==> config.mk <==
export PLATFORM = sky130hd
export DESIGN_NAME = cpu_phase_seq
export DESIGN_NICKNAME = d
export VERILOG_FILES = /design/src/rtl/cpu_phase_seq_pkg.sv /design/src/rtl/cpu_phase_seq_wait_timer.sv /design/src/rtl/cpu_phase_seq.sv
export SDC_FILE = /design/constraint.sdc
export NUM_CORES = 1
export LEC_CHECK = 0
export ABC_AREA = 1
export ABC_CLOCK_PERIOD_IN_PS = 3200
export BUFFER_PORTS_ARGS = -buffer_cell sky130_fd_sc_hd__buf_4
export CAP_MARGIN = 20
export CORE_MARGIN = 2
export CORE_UTILIZATION = 55
export CTS_CLUSTER_SIZE = 24
export DETAILED_ROUTE_END_ITERATION = 12
export PLACE_DENSITY = 0.85
export SLEW_MARGIN = 20
export SYNTH_ARGS = -nofsm -noshare
export SYNTH_HDL_FRONTEND = slang
export SYNTH_SLANG_ARGS = --single-unit
==> constraint.sdc <==
create_clock -name clk -period 3.2 [get_ports clk]
set_input_delay 0.8 -clock clk [delete_from_list [all_inputs] [get_ports clk]]
set_output_delay 0.8 -clock clk [all_outputs]
set_load 0.01 [all_outputs]
==> src/rtl/cpu_phase_seq_pkg.sv <==
// Phase codes and helpers shared by the mcpu instruction-phase sequencer.
// The first eight codes keep the values of the old 3-bit control FSM
// (zero-extended), so existing decoders of q keep working unchanged.
package cpu_phase_seq_pkg;

    localparam int PH_W = 4;

    localparam logic [PH_W-1:0] PH_IDLE  = 4'd0;
    localparam logic [PH_W-1:0] PH_OPCFT = 4'd1;
    localparam logic [PH_W-1:0] PH_OPLRD = 4'd2;
    localparam logic [PH_W-1:0] PH_OPLFT = 4'd3;
    localparam logic [PH_W-1:0] PH_ADRD  = 4'd4;
    localparam logic [PH_W-1:0] PH_EXERD = 4'd5;
    localparam logic [PH_W-1:0] PH_EXE   = 4'd6;
    localparam logic [PH_W-1:0] PH_LOAD  = 4'd7;
    localparam logic [PH_W-1:0] PH_PAUSE = 4'd8;
    localparam logic [PH_W-1:0] PH_FAULT = 4'd9;

    // Phases that wait on the memory handshake and are subject to the timeout.
    function automatic logic ph_is_waiting(input logic [PH_W-1:0] ph);
        return (ph == PH_OPLRD) || (ph == PH_EXERD) || (ph == PH_LOAD);
    endfunction

endpackage

==> src/rtl/cpu_phase_seq_wait_timer.sv <==
// Consecutive-wait counter for the phase sequencer. Counts cycles in which
// the memory keeps a waiting phase held and flags the cycle that would reach
// MAX_WAIT held cycles. MAX_WAIT = 0 disables the expiry flag.
module cpu_phase_seq_wait_timer #(
    parameter int WAIT_W   = 5,
    parameter int MAX_WAIT = 16
) (
    input  logic              clk,
    input  logic              rst_n,
    input  logic              clr_i,
    input  logic              inc_i,
    output logic [WAIT_W-1:0] count_o,
    output logic              expire_o
);

    localparam logic [WAIT_W-1:0] LAST = (MAX_WAIT == 0) ? '0 : WAIT_W'(MAX_WAIT - 1);

    logic [WAIT_W-1:0] count_q;
    logic [WAIT_W-1:0] count_d;

    // Clear wins over increment so a phase change always restarts the count.
    always_comb begin
        count_d = count_q;
        if (clr_i) begin
            count_d = '0;
        end else if (inc_i) begin
            count_d = count_q + WAIT_W'(1);
        end
    end

    // Count register.
    always_ff @(posedge clk or negedge rst_n) begin
        if (!rst_n) begin
            count_q <= '0;
        end else begin
            count_q <= count_d;
        end
    end

    assign count_o  = count_q;
    assign expire_o = (MAX_WAIT != 0) && inc_i && (count_q == LAST);

endmodule

==> src/rtl/cpu_phase_seq.sv <==
// Instruction-phase sequencer for the mcpu core.
//
//  state | meaning
//  IDLE  | waiting for run
//  OPCFT | opcode fetch
//  OPLRD | operand read, wait on kp; operand-less opcodes skip to EXE
//  OPLFT | operand fetch
//  ADRD  | address read
//  EXERD | execute-read, wait on kp
//  EXE   | execute; retires unless memory holds (-> LOAD)
//  LOAD  | load completion, wait on kp, retires
//  PAUSE | single-step pause between instructions
//  FAULT | memory wait timed out or illegal code; left only by clr_fault
module cpu_phase_seq
    import cpu_phase_seq_pkg::*;
#(
    parameter int MAX_WAIT = 16,
    parameter int WAIT_W   = 5,
    parameter int CNT_W    = 16
) (
    input  logic              clk,
    input  logic              rst_n,
    input  logic              run,
    input  logic              hlt,
    input  logic              kp,
    input  logic              no_opl,
    input  logic              step_mode,
    input  logic              step,
    input  logic              clr_fault,
    output logic [PH_W-1:0]   q,
    output logic              busy,
    output logic              fault,
    output logic [WAIT_W-1:0] wait_cnt,
    output logic              retire,
    output logic [CNT_W-1:0]  retire_cnt
);

    logic [PH_W-1:0]  state_q, state_d;
    logic             retire_q, retire_d;
    logic [CNT_W-1:0] retire_cnt_q, retire_cnt_d;
    logic [PH_W-1:0]  next_ph;
    logic             waiting;
    logic             wait_inc;
    logic             wait_clr;
    logic             wait_expire;

    assign waiting  = ph_is_waiting(state_q);
    assign wait_inc = waiting && kp;
    assign wait_clr = !waiting || (state_d != state_q);

    cpu_phase_seq_wait_timer #(
        .WAIT_W   (WAIT_W),
        .MAX_WAIT (MAX_WAIT)
    ) u_wait_timer (
        .clk      (clk),
        .rst_n    (rst_n),
        .clr_i    (wait_clr),
        .inc_i    (wait_inc),
        .count_o  (wait_cnt),
        .expire_o (wait_expire)
    );

    // Next phase and retire decision; a normal kp=0 exit beats the timeout.
    always_comb begin
        state_d  = state_q;
        retire_d = 1'b0;
        next_ph  = step_mode ? PH_PAUSE : PH_OPCFT;
        case (state_q)
            PH_IDLE:  if (run) state_d = PH_OPCFT;
            PH_OPCFT: state_d = PH_OPLRD;
            PH_OPLRD: begin
                if (!kp)              state_d = no_opl ? PH_EXE : PH_OPLFT;
                else if (wait_expire) state_d = PH_FAULT;
            end
            PH_OPLFT: state_d = PH_ADRD;
            PH_ADRD:  state_d = kp ? PH_EXERD : PH_EXE;
            PH_EXERD: begin
                if (!kp)              state_d = PH_EXE;
                else if (wait_expire) state_d = PH_FAULT;
            end
            PH_EXE: begin
                if (hlt) begin
                    state_d  = PH_IDLE;
                    retire_d = 1'b1;
                end else if (!kp) begin
                    state_d  = next_ph;
                    retire_d = 1'b1;
                end else begin
                    state_d  = PH_LOAD;
                end
            end
            PH_LOAD: begin
                if (!kp) begin
                    state_d  = next_ph;
                    retire_d = 1'b1;
                end else if (wait_expire) begin
                    state_d  = PH_FAULT;
                end
            end
            PH_PAUSE: if (step || !step_mode) state_d = PH_OPCFT;
            PH_FAULT: if (clr_fault) state_d = PH_IDLE;
            default:  state_d = PH_FAULT;
        endcase
        retire_cnt_d = retire_d ? retire_cnt_q + CNT_W'(1) : retire_cnt_q;
    end

    // Phase, retire pulse and retire counter registers.
    always_ff @(posedge clk or negedge rst_n) begin
        if (!rst_n) begin
            state_q      <= PH_IDLE;
            retire_q     <= 1'b0;
            retire_cnt_q <= '0;
        end else begin
            state_q      <= state_d;
            retire_q     <= retire_d;
            retire_cnt_q <= retire_cnt_d;
        end
    end

    assign q          = state_q;
    assign busy       = !((state_q == PH_IDLE) || (state_q == PH_PAUSE) || (state_q == PH_FAULT));
    assign fault      = (state_q == PH_FAULT);
    assign retire     = retire_q;
    assign retire_cnt = retire_cnt_q;

endmodule

# Word level (Yosys, flattened, before mapping)

Index checks and enable logic that the tools add are counted.

Equality and inequality tests: 11
Add/sub/neg operators: 2
Reduce and logical (&&, ||, !) cells: 13
Multiplexer cells: 18

Operators with widths:

| operator                | count |
|---|---|
| $mux W4                 | 10 |
| $pmux W4 S10            | 1 |
| $add A16 B1 Y16 const B | 1 |
| $eq A4 B3 Y1 const B    | 4 |
| $mux W5                 | 2 |
| $eq A4 B2 Y1 const B    | 2 |
| $eq A4 B4 Y1 const B    | 2 |
| $logic_or A1 B1 Y1      | 6 |
| $add A5 B1 Y5 const B   | 1 |
| $eq A5 B4 Y1 const B    | 1 |
| $eq A4 B1 Y1 const B    | 1 |
| $logic_not A4 Y1        | 1 |
| $ne A4 B4 Y1            | 1 |
| $logic_not A1 Y1        | 3 |
| $mux W3                 | 1 |
| $logic_and A1 B1 Y1     | 2 |
| $mux W1                 | 2 |
| $mux W2                 | 1 |
| $pmux W1 S2             | 1 |
| $reduce_bool A2 Y1      | 1 |

Input bits: 9
Word-level logic and storage cells: 48
Register bits after elaboration: 26
Output and inout bits: 28

# Depth between registers and ports, before layout

Gate-level depths: netlist (run 1).

Word-level depth: 11
Gate-level depth with buffers: 13
Depth with buffers taken out: 13

# By module

Synthesis (run 1) repeated with hierarchy kept, for this count alone.

Cell total of the unflattened synthesis: 251
Area, all modules: 1778.0 µm²

By module, submodules not included:

| module                   | times used | seq. area each (µm²) | area each (µm²) | cells each |
|---|---|---|---|---|
| cpu_phase_seq            | 1          | 525.5                | 1502.7          | 218 |
| cpu_phase_seq_wait_timer | 1          | 125.1                | 275.3           | 33 |

# Worst setup path before layout (run 1)

OpenSTA, ideal clock, no wires.

Kind: in2reg
Start point: input port kp
End point: register retire_cnt_q[14], in the netlist retire_cnt[14]
Data required time: 3075 ps
Stages: 8
Buffers on the path: 1
Setup time: 125 ps
Setup slack: 1340 ps
Arrival: 1735 ps
Cells stage by stage: buf_4 > inv_1 > nand2_1 > nand2_4 > nand3_4 > nor3_4 > nand4_1 > xnor2_1

Word-level cells in the longest chain between the ends: 3

RTL lines:

| item                 | line                                     | source |
|---|---|---|
| from (decl)          | cpu_phase_seq.sv:25                      | `input logic kp,` |
| $mux W1 (*)          | cpu_phase_seq.sv:85, cpu_phase_seq.sv:93 |  |
| $mux W1              | cpu_phase_seq.sv:82                      | `if (hlt) begin` |
| $pmux W1 S2 (*)      | cpu_phase_seq.sv:68                      | `case (state_q)` |
| via retire_d         | cpu_phase_seq.sv:39                      | `logic retire_q, retire_d;` |
| to (signal assigned) | cpu_phase_seq.sv:116                     | `retire_cnt_q <= retire_cnt_d;` |
| to (decl)            | cpu_phase_seq.sv:40                      | `logic [CNT_W-1:0] retire_cnt_q, retire_cnt_d;` |

The timed path passes the listed nets; every way through them passes the cells marked *.
A chain may end at the register's enable or synchronous reset.

# Worst setup path in the final report (run 1)

Start point: register state_q[1], in the netlist q[1]
End point: output port fault

Word-level cells in the longest chain between the ends: 1

RTL lines:

| item                   | line                 | source |
|---|---|---|
| from (decl)            | cpu_phase_seq.sv:38  | `logic [PH_W-1:0] state_q, state_d;` |
| from (signal assigned) | cpu_phase_seq.sv:114 | `state_q <= state_d;` |
| $eq A4 B4 Y1           | cpu_phase_seq.sv:122 | `assign fault = (state_q == PH_FAULT);` |
| to (decl)              | cpu_phase_seq.sv:32  | `output logic fault,` |

No other way between the ends.

==> flow_summary.ini, run 1 <==
[outcome]
outcome = completed

[synthesis]
synth_edf_count = 0
yosys-top-cells-count = 31 x nand2_1, 26 x dfrtp_1, 24 x nor2_1
synth_adder_area_share_pct = 2.519
syn_area_per_cell_sq_um = 8.515
synth_most_common_cell = nand2_1
syn_inst = 175
yosys.area.top_type = dfrtp_1
synth_nets = 187
synth.area.mux_share_pct = 0.7557
yosys.area_share.simple_pct = 35.26
synth-seq-cells = 26
async_reset_ff_share_pct = 100.0
ys_top_cells_by_area = dfrtp_1 44%, nand2_1 7.8%, nor2_1 6.0%
synth_warnings = 0
synth_compound_area_share_pct = 4.534
synth_xor_xnor_area_share_pct = 8.228
syn-cell-area_sq_mm = 0.001490
synth_top_flop_cell = dfrtp_1
synth_top_area_share_pct = 43.66
synth-seq-area-share_pct = 43.66
synth_top_family_by_area = simple AND/OR/NAND/NOR gates
synthDistinctLibCells = 29

[die]
start_util_pct = 59.08
die-area_sq_mm = 0.003142
row_count = 18
ios = 37
die_h_microns = 56.05
die_w_microns = 56.05
core-area_sq_mm = 0.002522

[sta]
timing.final.crit_period_ns = 2.212
max_slew_margin_pct = 78.02
maxSlewViolCount = 0
grt_setup_unrepaired = no
fmaxAchievable_mhz = 452.1
hold_viol_final = 0
setup_slack_ns = 0.9881
tightest_slew_ns = 0.3298
setup_viol = 0
skew_ns = 0.001994
tns_ns = 0
finalCritPeriodShare_pct = 69.12

[cts]
numCtsBuffers = 3
root_buffer = clkbuf_4
cts_tree = done
postCtsSetupRepairBufs = 0
clk_pin_slew_ns = 0.13
clkLatencyLatePin_ns = 0.32
cts_buffer_depth = 2
h-tree-depth = 1
cts_resized = 0
ctsHoldBuffers = 0
cts_sinks = 26

[setup_path]
crit_required_ns = 2.40
start_kind = register
end_kind = output port
path_max_fanout = 9
crit_type = reg2out
arrival_ns = 1.41

[placed_design]
place_congestion = 0.9155
dp_slack_ns = 1.171
place_inst = 240
dp_hpwl_mm = 2.560
postPlaceCellArea_sq_mm = 0.001790
io_buffers = 36

[routing]
dr.pass1.iters = 4
via_count = 1352
routedWlPerCell_microns = 13.89
viasPerCell = 5.564
ant_nets = 0
totalWireLength_mm = 3.375
dr.first_iter.drc_count = 40
drc = 0

[power_and_ir_drop]
clockPowerShare_pct = 12.5
combPwrFrac_pct = 46.1
swShare_pct = 43.84
seqPwrFrac_pct = 41.3
p_int_w = 0.0006140
p_per_area_mw_per_mm2 = 603.0
p_sw_w = 0.0004793
irDropWorstVdd_mv = 0.4778
p_leak_nw = 0.9729

[layout]
finalNetCount = 227
nFillCells = 202
fin_area_sq_mm = 0.001813
postLayoutCoreUtil_pct = 71.88
layout-drive-gt1-share_pct = 30.52
layoutNonFillerInstCount = 243
area_delta_synth_final_pct = 21.66
diodes = 0

[global_routing]
grt_usage_pct = 22.40
grt_pass1_wl_mm = 5.609
met2_usage_pct = 38.15
antenna_found_initial = 0
met1_usage_pct = 28.66
top_usage_layer = met2
grt_overflow = 0
grt_max_degree = 27
first_global_vias = 1253
grtUsageMet3_pct = 5.814

[job]
cap_viol_max_count = 0

[min_path]
hold_class = in2async
layout make-up:
class	count	area (sq um)	share of cell area [%]
well taps	30	37.54	2.070
repair buffers	36	270.3	14.91
flip-flops and latches	26	650.6	35.89
inverters	18	67.56	3.727
clock buffers	3	22.52	1.242
multi-input cells	130	764.5	42.17
final timing paths:
| path | start | end | slack (ns) | cells after the start |
|---|---|---|---|---|
| max in group asynchronous | rst_n | retire$_DFF_PN0_ | 2.60 | 1 |
| min | rst_n | q[0]$_DFF_PN0_ | 0.36 | 1 |
| max reg2reg | u_wait_timer.count_o[0]$_DFFE_PN0P_ | u_wait_timer.count_o[0]$_DFFE_PN0P_ | 1.25 | 10 |
| min reg2reg | retire_cnt[15]$_DFFE_PN0P_ | retire_cnt[15]$_DFFE_PN0P_ | 0.48 | 1 |
| min in group clk | retire_cnt[15]$_DFFE_PN0P_ | retire_cnt[15]$_DFFE_PN0P_ | 0.48 | 1 |
| max | q[1]$_DFF_PN0_ | fault | 0.99 | 4 |
critical path, stage by stage (launching register included):
cell	delay, ns
dfrtp_1	0.50
inv_2	0.19
nand2_1	0.11
nor3_1	0.14
buf_4	0.15
routing by layer:
metal / wire length, microns / part of all wire, %
met1: 1358 / 40
met2: 1726 / 51
met3: 260 / 7.7
met4: 30 / 0.89
met5: 0 / 0
cell usage in the layout, fill, tap and decap left out, drive strengths merged:
cell type,n
and3,1
buf,36
nand3b,1
nor3,4
a31oi,1
o21ai,5
nand2,36
xor2,8
a21oi,5
nor2,30
dfrtp,26
inv,18
nand3,22
ha,3
or2,1
o211ai,1
nand4,5
clkbuf,3
mux2,1
xnor2,6
registers in the layout (all words and copies together) (netlist names):
name	count
retire_cnt	16
u_wait_timer.count_o	5
q	4
retire	1
cells by family (layout without fill, tap and decap cells):
logic type                 Yosys count  after routing
muxes                                1              1
and+or+nand+nor                    100            100
DFF                                 26             26
adders and majority gates            3              3
AOI/OAI and AO/OA                   12             12
buffers and inverters               19             57
xor gates and xnor gates            14             14
power groups by stage:
stage	sequential, W	clock, W	combinational [W]
3_5_place_dp	0.000456	0	0.000495
6_report	0.000452	0.000137	0.000504
4_1_cts	0.000450	0.000140	0.000502
2_1_floorplan	0.000463	0	0.000309
3_3_place_gp	0.000455	0	0.000474
5_1_grt	0.000460	0.000152	0.000557
stage by stage:
step           power [W]  hold slack (ns)
3_5_place_dp   0.0009511           0.4681
2_1_floorplan  0.0007722           0.5044
6_report        0.001093           0.3602
5_1_grt         0.001170           0.3747
3_3_place_gp   0.0009288           0.4620
4_1_cts         0.001092           0.3641
(Power assumes the default switching activity.)
==> inputs of run 2 (changes only) <==
--- a/config.mk
+++ b/config.mk
@@ -5,15 +5,15 @@
 export SDC_FILE = /design/constraint.sdc
 export NUM_CORES = 1
 export LEC_CHECK = 0
-export ABC_AREA = 1
-export ABC_CLOCK_PERIOD_IN_PS = 3200
+export ABC_AREA = 0
+export ABC_CLOCK_PERIOD_IN_PS = 2300
 export BUFFER_PORTS_ARGS = -buffer_cell sky130_fd_sc_hd__buf_4
 export CAP_MARGIN = 20
 export CORE_MARGIN = 2
-export CORE_UTILIZATION = 55
+export CORE_UTILIZATION = 52
 export CTS_CLUSTER_SIZE = 24
 export DETAILED_ROUTE_END_ITERATION = 12
-export PLACE_DENSITY = 0.85
+export PLACE_DENSITY = 0.81
 export SLEW_MARGIN = 20
 export SYNTH_ARGS = -nofsm -noshare
 export SYNTH_HDL_FRONTEND = slang
==> constraint.sdc (replaced) <==
create_clock -name clk -period 2.3 [get_ports clk]
set_input_delay 0.575 -clock clk [delete_from_list [all_inputs] [get_ports clk]]
set_output_delay 0.575 -clock clk [all_outputs]
set_load 0.01 [all_outputs]
==> run 2 against run 1 <==
Net effect:
- sequential power up 64%
- total power up 80%
- non-clock buffer count up 2
- flip-flop and latch count unchanged
- critical path depth up 4
- hold slack worse by 0.23 ns
- largest cell class unchanged
- combinational power up 81%
- via count down 8.4%
- largest power group unchanged
- synthesized cell count down 18%
- design area up 1.1%
- cell count down 13%
==> flow_summary.ini, run 2 <==
[power_and_ir_drop]
irDropWorstVdd_mv = 0.7805
p_per_area_mw_per_mm2 = 1075
p_leak_nw = 0.8665

[global_routing]
grt_overflow = 0
grt_max_degree = 27
grt_usage_pct = 20.83
grt_pass1_wl_mm = 5.457
antenna_found_initial = 0
first_global_vias = 1237

[layout]
largest_register_ffs = 16
final_common_cell = buf_4
diodes = 0
final_cell_mix = 38 x buf_4, 26 x dfrtp_1, 12 x nand3_1, 12 x xnor2_1
layout-drive-gt1-share_pct = 28.18
finalNetCount = 194
area_delta_synth_final_pct = 22.80

[synthesis]
syn_area_per_cell_sq_um = 10.37
synth_top_area_share_pct = 43.59
synth-seq-cells = 26
yosys-top-cells-count = 26 x dfrtp_1, 12 x nand3_1, 12 x xnor2_1
synthDistinctLibCells = 44
yosys.area.top_type = dfrtp_1
ys_top_cells_by_area = dfrtp_1 44%, xnor2_1 7.0%, xor2_1 4.1%
async_reset_ff_share_pct = 100.0
synth_most_common_cell = dfrtp_1
synth-seq-area-share_pct = 43.59
synth_edf_count = 0
syn-cell-area_sq_mm = 0.001493
synth_nets = 156
synth_top_flop_cell = dfrtp_1
synth_warnings = 0
syn_inst = 144

[die]
die-area_sq_mm = 0.003315
start_util_pct = 54.60
die_h_microns = 57.58
die_w_microns = 57.58
core-area_sq_mm = 0.002734
row_count = 19
ios = 37

[sta]
maxSlewViolCount = 0
tightest_slew_ns = 0.5540
finalCritPeriodShare_pct = 93.59
timing.final.crit_period_ns = 2.153
fmaxAchievable_mhz = 464.5
setup_slack_ns = 0.1474
setup_viol = 0
tns_ns = 0
grt_setup_unrepaired = no
hold_viol_final = 0
max_slew_margin_pct = 63.07
skew_ns = 0.001885

[cts]
clkLatencyLatePin_ns = 0.32
postCtsSetupRepairBufs = 0
ctsHoldBuffers = 0
clk_pin_slew_ns = 0.14
cts_resized = 0
cts_buffer_depth = 2
cts_sinks = 26
cts_tree = done
root_buffer = clkbuf_4
h-tree-depth = 1
numCtsBuffers = 3

[routing]
totalWireLength_mm = 3.212
viasPerCell = 5.844
routedWlPerCell_microns = 15.15
dr.pass1.iters = 4
via_count = 1239
drc = 0
ant_nets = 0
dr.first_iter.drc_count = 29

[setup_path]
end_kind = register
rrSetupSlack_ns = 0.15
arrival_ns = 2.38
crit_required_ns = 2.53
crit_type = reg2reg
path_max_fanout = 5
start_kind = register

[outcome]
outcome = completed

[placed_design]
dp_hpwl_mm = 2.423
io_buffers = 36
dp_slack_ns = 0.1821
place_congestion = 0.9363

[job]
cap_viol_max_count = 0

[min_path]
hold_class = in2async
==> run 2: changes by cell type after synthesis, moves of 4 or more <==
cell	change
nand2_1	-24
inv_2	-4
nor4_1	+4
xnor2_1	+6
nand3_2	-5
nand3_1	-4
nor2_2	-4
nand2_2	-4
inv_1	-8
nor2_1	-17
==> run 2: metal layers <==
| layer | vias up | part of all wire [%] | wire length, microns | GRT usage [%] |
|---|---|---|---|---|
| li1 | 587 | - | - | - |
| met1 | 607 | 41 | 1301 | 24.16 |
| met2 | 41 | 53 | 1711 | 38.80 |
| met3 | 4 | 5.0 | 162 | 4.989 |
| met4 | 0 | 1.2 | 37 | 3.987 |
| met5 | - | 0 | 0 | 0 |
==> run 2: cell families (layout without fill, tap and decap cells) <==
logic type / Yosys count / in the layout / share of synthesized area [%]
AOI/OAI and AO/OA: 21 / 21 / 11.74
xor gates and xnor gates: 19 / 19 / 11.15
adders and majority gates: 3 / 3 / 2.515
buffers and inverters: 11 / 48 / 3.939
DFF: 26 / 26 / 43.59
muxes: 4 / 4 / 3.017
and+or+nand+nor: 60 / 60 / 24.06
==> run 2: power breakdown <==
part	switching, W	internal [W]
Sequential	0.000195	0.000547
Combinational	0.000479	0.000434
Clock	0.000139	0.000176
==> run 2: metrics by stage <==
step	util, %	std cells	power [W]	hold slack (ns)	cell area (sq um)
final	67.05	212	0.001970	0.1296	1833
after global routing	67.05	212	0.002098	0.1306	1833
after CTS	67.05	212	0.001976	0.1265	1833
after detailed placement	65.13	208	0.001653	0.4695	1780
after global placement	65.13	208	0.001621	0.4612	1780
after floorplan	-	144	0.001349	0.2794	1493
==> run 2: worst paths after layout <==
kind,start,endpoint,cells past startpoint
setup / recovery,u_wait_timer.count_o[0]$_DFFE_PN0P_,u_wait_timer.count_o[1]$_DFFE_PN0P_,8
hold / removal,rst_n,retire_cnt[6]$_DFFE_PN0P_,1
setup reg to reg,u_wait_timer.count_o[0]$_DFFE_PN0P_,u_wait_timer.count_o[1]$_DFFE_PN0P_,8
hold reg to reg,retire_cnt[15]$_DFFE_PN0P_,retire_cnt[15]$_DFFE_PN0P_,1
max in group asynchronous,rst_n,q[0]$_DFF_PN0_,1
min in group clk,retire_cnt[15]$_DFFE_PN0P_,retire_cnt[15]$_DFFE_PN0P_,1
==> run 2: worst max-delay path, cell delays in order (launching register included) <==
cell and delay [ns]:
dfrtp_1 0.44, ha_1 0.22, and3_1 0.19, ha_1 0.24, or2b_1 0.24, nand3b_1 0.12, o211a_1 0.18, mux2i_2 0.11
nor4_1 0.31
==> run 2: area by class of cell <==
cell class | count | area (sq um)
clock buffers | 3 | 22.52
repair buffers | 38 | 285.3
multi-input cells | 107 | 783.3
well taps | 31 | 38.79
flip-flops and latches | 26 | 650.6
fillers | 217 | 900.9
clock inverters | 1 | 30.03
inverters | 6 | 22.52
